===== config.mk =====
export PLATFORM = sky130hd
export DESIGN_NAME = somador_serial
export DESIGN_NICKNAME = d
export VERILOG_FILES = /design/src/rtl/somador_serial.sv
export SDC_FILE = /design/constraint.sdc
export NUM_CORES = 1
export LEC_CHECK = 0
export BUFFER_PORTS_ARGS = -buffer_cell sky130_fd_sc_hd__buf_2
export CAP_MARGIN = 20
export CORE_ASPECT_RATIO = 0.9
export CORE_MARGIN = 2
export CORE_UTILIZATION = 25
export CTS_BUF_LIST = sky130_fd_sc_hd__clkbuf_8 sky130_fd_sc_hd__clkbuf_16
export DETAILED_ROUTE_END_ITERATION = 7
export SLEW_MARGIN = 20
export SYNTH_ARGS = -nofsm -noshare
export SYNTH_HDL_FRONTEND = slang
export SYNTH_SLANG_ARGS = --single-unit

===== constraint.sdc =====
create_clock -name clk -period 3.3 [get_ports clk]
set_clock_uncertainty 0.15 [all_clocks]
set_input_delay 0.66 -clock clk [delete_from_list [all_inputs] [get_ports clk]]
set_output_delay 0.66 -clock clk [all_outputs]
set_load 0.05 [all_outputs]

===== src/rtl/somador_serial.sv =====
// Bit-serial adder: one full-adder cell plus a carry flip-flop, LSB first.
// Produces the WIDTH-bit sum, the carry-out and a signed-overflow flag, with a done pulse.
module somador_serial #(
  parameter int WIDTH = 8
) (
  input  logic             clk,
  input  logic             reset,
  input  logic             start,
  input  logic [WIDTH-1:0] a,
  input  logic [WIDTH-1:0] b,
  input  logic             vin,
  output logic             busy,
  output logic             done,
  output logic [WIDTH-1:0] saida,
  output logic             vai,
  output logic             overflow
);

  localparam int CW = $clog2(WIDTH) + 1;

  typedef enum logic [1:0] {IDLE, SHIFT, DONE} state_t;

  state_t          state, nstate;
  logic [WIDTH-1:0] ra, rb, res;
  logic            c, vn, ovn;
  logic [CW-1:0]   cnt;
  logic            s, cn, last;

  always_comb begin
    s    = ra[0] ^ rb[0] ^ c;
    cn   = (ra[0] & rb[0]) | (ra[0] & c) | (rb[0] & c);
    last = (cnt == CW'(WIDTH - 1));
  end

  always_comb begin
    nstate = state;
    busy   = 1'b0;
    case (state)
      IDLE:    if (start) nstate = SHIFT;
      SHIFT: begin
        busy = 1'b1;
        if (last) nstate = DONE;
      end
      DONE:    nstate = IDLE;
      default: nstate = IDLE;
    endcase
  end

  // done is registered alongside saida so the pulse and the result appear together.
  always_ff @(posedge clk) begin
    if (reset) begin
      state    <= IDLE;
      ra       <= '0;
      rb       <= '0;
      res      <= '0;
      c        <= 1'b0;
      vn       <= 1'b0;
      ovn      <= 1'b0;
      cnt      <= '0;
      done     <= 1'b0;
      saida    <= '0;
      vai      <= 1'b0;
      overflow <= 1'b0;
    end else begin
      state <= nstate;
      done  <= 1'b0;
      case (state)
        IDLE: begin
          if (start) begin
            ra  <= a;
            rb  <= b;
            c   <= vin;
            cnt <= '0;
            res <= '0;
          end
        end
        SHIFT: begin
          c   <= cn;
          ra  <= {1'b0, ra[WIDTH-1:1]};
          rb  <= {1'b0, rb[WIDTH-1:1]};
          res <= {s, res[WIDTH-1:1]};
          cnt <= cnt + 1'b1;
          if (last) begin
            vn  <= cn;
            ovn <= c ^ cn;
          end
        end
        DONE: begin
          saida    <= res;
          vai      <= vn;
          overflow <= ovn;
          done     <= 1'b1;
        end
        default: ;
      endcase
    end
  end

endmodule

Word level (Yosys, flattened, before mapping)
Cells that the tools add are included.

Bits in latches: 0. Memories kept: 0. Register bits after elaboration: 44. Memory bits (writable): 0. Bits of input ports: 20. Bits in read-only memories: 0. Word-level logic and storage cells: 46.

Bitwise gates (word level): 8. Equality and inequality tests: 5. $add $sub $neg: 1. Reductions and logical operators: 5. Order comparisons: 0. Multipliers: 0. Div/mod/pow operators: 0. Muxes and demuxes: 15. Shift-type cells: 0.

Operators by type and width (number): 8-bit case mux with 2 select lines (3); 8-bit 2-to-1 mux (3); 4-bit case mux with 2 select lines (1); 2-bit AND reduction (3); 4-bit by 1-bit adder with 4-bit output, second input constant (1); 4-bit by 3-bit equality test with 1-bit output, second input constant (1); 2-bit 2-to-1 mux (2); 4-bit 2-to-1 mux (1); 2-bit inequality test, second input constant (2); 2-bit case mux with 2 select lines (1); 1-bit bitwise AND (3); 1-bit 2-to-1 mux (3); 1-bit bitwise XOR (3); 2-bit by 1-bit equality test with 1-bit output, second input constant (1); 2-bit equality test, second input constant (1); 2-bit logical NOT (1); 1-bit bitwise OR (2); 1-bit case mux with 2 select lines (1); 2-bit nonzero test (1).

Longest topological paths before layout
Gate-level depths: netlist (run 1).

Depth in word-level cells: 4. Depth in mapped cells: 5. Gate-level depth less buffers: 5.

Worst setup path after synthesis (run 1)
Ideal clock, no wire load.

Path type: flip-flop to output port. Start point: reg state[1]. End point: out busy. Path buffers: 1. Arrival time: 0.946 ns. Cell stages (with the launch flop): 4. Slack: 1.544 ns. Path through: dfxtp_1 -> nand2b_1 -> inv_1 -> buf_2.

Cells in the longest elaborated chain, start to end: 2.

Ends and longest elaborated chain: start: declaration (RTL line 23) `state_t state, nstate;`; start signal: assignment (RTL line 65) `state <= nstate;`; 2-bit by 1-bit equality test with 1-bit output (RTL line 38) `case (state)`; 1-bit 2-to-1 mux (RTL line 38); end: declaration (RTL line 12) `output logic busy,`.

Every way passes these cells.

Final worst setup path (run 1)
Start point: reg state[0]. End point: out busy.

The elaborated chain is that of the path after synthesis.

==> results of run 1 <==
registers in the layout, indices dropped and copies added, names as in the netlist:
| name | flops |
|---|---|
| ra | 8 |
| rb | 8 |
| res | 8 |
| saida | 8 |
| cnt | 4 |
| state | 2 |
| c | 1 |
| done | 1 |
| overflow | 1 |
| ovn | 1 |
| vai | 1 |
| vn | 1 |
logic make-up (layout without fill, tap and decap cells):
kind of cell	after synthesis	in the layout	synth area share, %
muxes	1	1	0.569
AOI/OAI and AO/OA	73	73	27.1
buffers and inverters	22	48	5.27
adders and majority gates	2	2	1.85
and+or+nand+nor	62	62	14.6
xor gates and xnor gates	1	1	0.498
DFF	44	44	50.1
cells in the mapped netlist:
library cell / instances / area share [%]
sky130_fd_sc_hd__o21ai_0: 14 / 4.0
sky130_fd_sc_hd__fa_1: 1 / 1.1
sky130_fd_sc_hd__a22oi_1: 8 / 3.4
sky130_fd_sc_hd__nor3_1: 2 / 0.57
sky130_fd_sc_hd__nor2b_1: 1 / 0.36
sky130_fd_sc_hd__a21oi_1: 24 / 6.8
sky130_fd_sc_hd__o21ba_2: 1 / 0.57
sky130_fd_sc_hd__a31oi_1: 1 / 0.36
sky130_fd_sc_hd__buf_2: 8 / 2.3
sky130_fd_sc_hd__o21bai_1: 1 / 0.43
sky130_fd_sc_hd__inv_1: 7 / 1.5
sky130_fd_sc_hd__o31ai_1: 1 / 0.43
sky130_fd_sc_hd__nor2_1: 26 / 5.6
sky130_fd_sc_hd__dfxtp_1: 44 / 50
sky130_fd_sc_hd__ha_1: 1 / 0.71
sky130_fd_sc_hd__o211a_1: 1 / 0.57
sky130_fd_sc_hd__a2bb2oi_1: 1 / 0.50
sky130_fd_sc_hd__o2bb2ai_1: 11 / 5.5
sky130_fd_sc_hd__o22ai_1: 3 / 1.1
sky130_fd_sc_hd__xnor2_1: 1 / 0.50
sky130_fd_sc_hd__a211oi_1: 1 / 0.43
sky130_fd_sc_hd__mux2i_1: 1 / 0.57
sky130_fd_sc_hd__nand3_1: 2 / 0.57
sky130_fd_sc_hd__a32oi_1: 2 / 1.0
sky130_fd_sc_hd__or4_1: 1 / 0.43
sky130_fd_sc_hd__nand2_1: 25 / 5.3
sky130_fd_sc_hd__or3_1: 1 / 0.36
sky130_fd_sc_hd__o311a_1: 1 / 0.57
sky130_fd_sc_hd__nand2b_1: 4 / 1.4
sky130_fd_sc_hd__a221oi_1: 3 / 1.5
sky130_fd_sc_hd__clkbuf_1: 7 / 1.5
power groups by stage:
| stage | Clock [mW] | Sequential (mW) | Combinational [mW] |
|---|---|---|---|
| 2_1_floorplan | 0 | 0.573 | 0.0759 |
| 3_3_place_gp | 0 | 0.580 | 0.0977 |
| 3_5_place_dp | 0 | 0.580 | 0.0990 |
| 4_1_cts | 0.413 | 0.568 | 0.0996 |
| 5_1_grt | 0.434 | 0.572 | 0.112 |
| 6_report | 0.400 | 0.569 | 0.0995 |
cell type report:
cell class / instances / area share, %
Clock inverter: 3 / 1.86
Multi-Input combinational cell: 139 / 37.7
Tap cell: 90 / 5.41
Clock buffer: 5 / 3.31
Inverter: 7 / 1.26
Sequential cell: 44 / 42.3
Timing Repair Buffer: 33 / 8.17
stage by stage:
step / cell area, um^2 / hold slack, ns
floorplan: 1760 / 0.282
global placement: 1970 / 0.293
detailed placement: 1970 / 0.293
CTS: 2080 / 0.305
global route: 2080 / 0.321
finish: 2080 / 0.302
routing by layer:
metal	vias up	GRT usage [%]
met5	-	0
met4	0	4.61
met3	2	2.98
met2	24	15.9
met1	703	14.6
li1	771	-
path summary, 6_finish.rpt:
path              slack, ns        to
hold / removal         0.30  saida[7]
hold reg to reg        0.30  saida[7]
setup reg to reg       1.33        vn
setup / recovery       0.44      busy
cell usage in the layout (no fill, tap or decap), types with 2 or more instances in the layout:
cell,count
sky130_fd_sc_hd__inv_1,8
sky130_fd_sc_hd__dfxtp_1,44
sky130_fd_sc_hd__o2bb2ai_1,11
sky130_fd_sc_hd__nand2b_1,4
sky130_fd_sc_hd__nand3_1,2
sky130_fd_sc_hd__buf_2,31
sky130_fd_sc_hd__nor3_1,2
sky130_fd_sc_hd__a22oi_1,8
sky130_fd_sc_hd__a221oi_1,3
sky130_fd_sc_hd__clkbuf_8,5
sky130_fd_sc_hd__o21ai_0,14
sky130_fd_sc_hd__nor2_1,26
sky130_fd_sc_hd__buf_4,2
sky130_fd_sc_hd__nand2_1,25
sky130_fd_sc_hd__o22ai_1,3
sky130_fd_sc_hd__a32oi_1,2
sky130_fd_sc_hd__a21oi_1,24
worst reg2reg max path, cell delays in order, from the launching register on:
cell and delay [ns]:
sky130_fd_sc_hd__dfxtp_1 0.83, sky130_fd_sc_hd__nand2b_1 0.28, sky130_fd_sc_hd__or4_1 0.52, sky130_fd_sc_hd__a21oi_1 0.13
==> key figures, run 1 <==
Clocking
  – Clock-pin slew reported for the worst setup and hold paths after clock tree synthesis: 0.08 ns
  – Clock latency reported for the late side of the worst-skew pair: 0.29 ns
  – Maximum number of buffers from clock root to sink: 2
  – CTS Root Cell: sky130_fd_sc_hd__clkbuf_8
  – CTS Buf Count: 5
  – Total of hold buffers inserted after clock tree synthesis: 0
  – Post-CTS setup-driven buffer insertion count: 0
  – Maximum level of the CTS H-tree: 2
  – CTS tree: yes
  – Quantity of gates resized following cts: 0
  – TritonCTS Sinks: 44

Synth
  – Syn_nets: 227
  – Synthesized netlist cell count: 205
  – Synthesis warning total: 0
  – Syn Std Cell Area: 1760 um^2
  – Number of synthesized register bits: 44
  – Sequential cell area fraction in the yosys report: 50.1%
  – Mean post-synth cell area: 8.58 um^2
  – Unique masters post-synth: 31

Global routing
  – Via count of the first global-routing pass: 1,409
  – All-layer global routing usage: 10.8%
  – GRT Residual Overflow: 0
  – Wire length of the first global-routing pass: 6670 um
  – Maximum number of pins on one net before global-route repair: 32
  – Antenna violations before repair: 0

Power and ir drop
  – Leakage Power: 0.805 nW
  – Sum of internal, switching and leakage power: 1.07 mW
  – Worst ir drop on vdd: 0.164 mV
  – Switch share: 23.7%
  – Cell-internal power: 815 uW
  – Relative contribution of sequential cells to total power: 53.3%
  – Net load switching power: 253 uW
  – Power density relative to cell area: 513 nW/um^2
  – Share of power burned in the clock network: 37.4%
  – Combinational share of power: 9.3%

Setup path
  – Critical path peak fanout: 23
  – Highest cell delay on the worst timing path: 0.83 ns
  – Worst setup path class: reg2out
  – Total stage count of the critical path: 3
  – Required arrival time at the worst endpoint: 2.49 ns
  – Buf/Inv on CP: 2
  – Largest delay contributor family on the critical path: flip-flops
  – Launch instance of the worst register-to-register path: state[0]
  – Cells along the critical path: nand2b_1 -> inv_1 -> buf_2
  – Arr. time, crit path: 2.05 ns
  – Depth of the worst register-to-register path: 3
  – Startpoint kind of the worst setup timing path: flop
  – Worst Setup SP: state[0]
  – CP Capture Type: primary output
  – Cell at the slowest stage of the critical path: sky130_fd_sc_hd__dfxtp_1

Route
  – Drt via density: 4.67
  – Routed length on met1: 1970 um
  – Number of nets still failing antenna checks after routing: 0
  – Via count: 1,500
  – Detailed-router iteration count before antenna repair: 4
  – Iteration-0 DRC Markers: 116
  – Routed length per instance: 12.4 um
  – Met3 routed wirelength: 130 um
  – Routed length on met2: 1860 um
  – Final wirelength: 3990 um
  – Top routing layer in use: met4
  – Post-route DRC violation count: 0

Floorplan
  – Initial cell density of the core: 26.3%
  – Floorplan core area: 6690 um^2
  – Die ar.: 7720 um^2
  – X dimension of the die: 92.4 um
  – I/O pin count: 32
  – Vertical die dimension: 83.6 um
  – Number of rows created at floorplan: 28

Timing
  – Worst slew pin tran: 0.778 ns
  – Fmax achieved: 349 MHz
  – Final cycle utilization of the critical path: 86.7%
  – Count of final setup violators: 0
  – Max Slew Vio Count: 0
  – Final Hold Viols: 0
  – Max-slew headroom: 48.1%
  – Final worst setup slack: 0.437 ns
  – Tmin final: 2.86 ns
  – Post-Route Setup TNS: 0 ns
  – Setup repair after global routing missed its margin: false

Placement
  – Routability congestion estimate: 0.787
  – Post-placement cell count: 313
  – HPWL reported at the end of detailed placement: 2570 um
  – Place WS: 0.774 ns
  – Buffers on Ports: 31

Final layout
  – Area of the multi-input gates: 785 um^2
  – Number of fillers in the final layout: 708
  – Final cell utilization of the core: 31.1%
  – Flip-flop and latch area: 881 um^2
  – Finished Layout Cells: 321
  – Synthesis-to-layout area growth: 18.4%
  – Fraction of layout cells with a size suffix above 1: 17.7%
  – NumNets Final: 252
  – Number of diodes added for antenna fixing: 0

Min path
  – Type of the tightest min-delay check: reg2reg
  – Hold Path Stages: 2
  – Start point of the worst min-delay path: saida[7]

Flow run
  – Number of maximum-capacitance violations: 0

Outcome
  – Status: complete, no violations
Note: power is estimated with default switching activity, not from simulation.
==> run 2: changes to the inputs <==
Settings changed: CORE_UTILIZATION 25 to 55, PLACE_DENSITY set to 0.79.
==> key figures, run 2 (synthesized netlist as in run 1, its figures left out) <==
Power and ir drop
  – Share of power burned in the clock network: 31.3% (-6.1 points)
  – Relative contribution of sequential cells to total power: 58.2% (+4.9 points)
  – Switch share: 24.2% (+0.50 points)
  – Power density relative to cell area: 486 nW/um^2 (-5.2%)
  – Cell-internal power: 734 uW (-9.9%)
  – Net load switching power: 235 uW (-7.4%)
  – Worst ir drop on vdd: 0.300 mV (+83%)
  – Combinational share of power: 10.5% (+1.2 points)
  – Leakage Power: 0.791 nW (-1.7%)

Timing
  – Count of final setup violators: 0 (unchanged)
  – Max Slew Vio Count: 0 (unchanged)
  – Max-slew headroom: 52.9% (+4.9 points)
  – Worst slew pin tran: 0.705 ns (-0.0733 ns)
  – Final cycle utilization of the critical path: 70.3% (-16 points)
  – Fmax achieved: 431 MHz (+23%)
  – Setup repair after global routing missed its margin: false
  – Post-Route Setup TNS: 0 ns (unchanged)
  – Final Hold Viols: 0 (unchanged)
  – Tmin final: 2.32 ns (-0.542 ns)

Clocking
  – TritonCTS Sinks: 44 (unchanged)
  – CTS Buf Count: 5 (unchanged)
  – CTS Root Cell: sky130_fd_sc_hd__clkbuf_8
  – Clock-pin slew reported for the worst setup and hold paths after clock tree synthesis: 0.07 ns (about the same)
  – Total of hold buffers inserted after clock tree synthesis: 0 (unchanged)
  – Post-CTS setup-driven buffer insertion count: 0 (unchanged)
  – Maximum level of the CTS H-tree: 2 (unchanged)
  – Quantity of gates resized following cts: 0 (unchanged)
  – Maximum number of buffers from clock root to sink: 2 (unchanged)
  – Clock latency reported for the late side of the worst-skew pair: 0.29 ns (about the same)
  – CTS tree: yes

Final layout
  – Area of the multi-input gates: 785 um^2 (unchanged)
  – Number of diodes added for antenna fixing: 0 (unchanged)
  – Most common cell after layout, fill and taps aside: sky130_fd_sc_hd__dfxtp_1
  – Highest-count cells in the layout ignoring fill and taps: sky130_fd_sc_hd__dfxtp_1, sky130_fd_sc_hd__buf_2, sky130_fd_sc_hd__nor2_1, sky130_fd_sc_hd__nand2_1, sky130_fd_sc_hd__a21oi_1
  – Number of fillers in the final layout: 293 (-59%)
  – NumNets Final: 252 (unchanged)
  – Flip-flop and latch area: 881 um^2 (unchanged)
  – Synthesis-to-layout area growth: 13.3%
  – Fraction of layout cells with a size suffix above 1: 17.4% (-0.36 points)
  – Final cell utilization of the core: 65.5% (+34 points)

Route
  – Number of nets still failing antenna checks after routing: 0 (unchanged)
  – Iteration-0 DRC Markers: 87 (-25%)
  – Via count: 1,492 (-0.53%)
  – Post-route DRC violation count: 0 (unchanged)
  – Routed length on met1: 1710 um (-13%)
  – Detailed-router iteration count before antenna repair: 4 (unchanged)
  – Routed length on met2: 1530 um (-18%)
  – Routed length per instance: 12.5 um (+0.57%)
  – Drt via density: 5.49 (+17%)
  – Final wirelength: 3400 um (-15%)
  – Top routing layer in use: met4
  – Met3 routed wirelength: 134 um (+3.1%)

Setup path
  – Startpoint kind of the worst setup timing path: flop
  – Required arrival time at the worst endpoint: 2.49 ns (about the same)
  – Worst setup path class: reg2out
  – Critical path peak fanout: 11 (-52%)
  – Arr. time, crit path: 1.51 ns (-0.54 ns)
  – CP Capture Type: primary output

Floorplan
  – Floorplan core area: 3040 um^2 (-55%)
  – I/O pin count: 32 (unchanged)
  – Initial cell density of the core: 57.8% (+31 points)
  – Vertical die dimension: 57.6 um (-31%)
  – Number of rows created at floorplan: 19 (-32%)
  – Die ar.: 3670 um^2 (-53%)
  – X dimension of the die: 63.6 um (-31%)

Global routing
  – Antenna violations before repair: 0 (unchanged)
  – GRT Residual Overflow: 0 (unchanged)
  – All-layer global routing usage: 20.7% (+9.9 points)
  – Maximum number of pins on one net before global-route repair: 32 (unchanged)
  – Via count of the first global-routing pass: 1,365 (-3.1%)
  – Wire length of the first global-routing pass: 5930 um (-11%)

Outcome
  – Status: complete, no violations

Placement
  – Routability congestion estimate: 0.724 (-8.0%)
  – HPWL reported at the end of detailed placement: 2260 um (-12%)
  – Buffers on Ports: 31 (unchanged)

Min path
  – Type of the tightest min-delay check: reg2reg

Flow run
  – Number of maximum-capacitance violations: 0 (unchanged)
[run 2: changes by cell type in the layout (fill, tap and decap cells not counted)]
cell / change
sky130_fd_sc_hd__bufinv_16: -1
[run 2: per-layer routing]
layer  vias up  GRT usage (%)
li1        764              -
met1       700           28.2
met2        26           30.2
met3         2           7.77
met4         0           7.76
met5         -              0
[run 2: critical path, stage by stage (launching register included)]
cell	delay, ns
sky130_fd_sc_hd__dfxtp_1	0.37
sky130_fd_sc_hd__nand2b_1	0.25
sky130_fd_sc_hd__inv_1	0.28
sky130_fd_sc_hd__buf_2	0.33
[run 2: worst paths after layout]
path | startpoint | to | slack (ns) | depth (start not counted)
min reg2reg | overflow | overflow | 0.30 | 2
max | state[1] | busy | 0.98 | 3
max reg2reg | c | vn | 1.53 | 4
min | overflow | overflow | 0.30 | 2
[run 2: stage by stage]
| stage | total power, mW | setup slack, ns | std cells | instance area, um^2 | hold WS (ns) |
|---|---|---|---|---|---|
| detailed placement | 0.677 | 1.27 | 265 | 1910 | 0.296 |
| global placement | 0.676 | 1.32 | 265 | 1910 | 0.289 |
| finish | 0.969 | 0.980 | 272 | 1990 | 0.303 |
| CTS | 0.974 | 0.961 | 272 | 1990 | 0.306 |
| global route | 1.02 | 0.847 | 272 | 1990 | 0.332 |
| floorplan | 0.649 | 1.54 | 205 | 1760 | 0.282 |
[run 2: power groups by stage]
stage | registers (mW) | logic [mW] | clock network [mW]
2_1_floorplan | 0.573 | 0.0759 | 0
3_3_place_gp | 0.575 | 0.101 | 0
3_5_place_dp | 0.575 | 0.102 | 0
4_1_cts | 0.563 | 0.102 | 0.309
5_1_grt | 0.566 | 0.115 | 0.337
6_report | 0.564 | 0.102 | 0.303
[run 2: layout make-up]
class | instances | area share, %
timing repair buffer | 33 | 8.54
inverter | 7 | 1.32
tap | 42 | 2.64
sequential | 44 | 44.2
clock buffer | 5 | 3.45
clock inverter | 2 | 0.440
multi-input combinational | 139 | 39.4
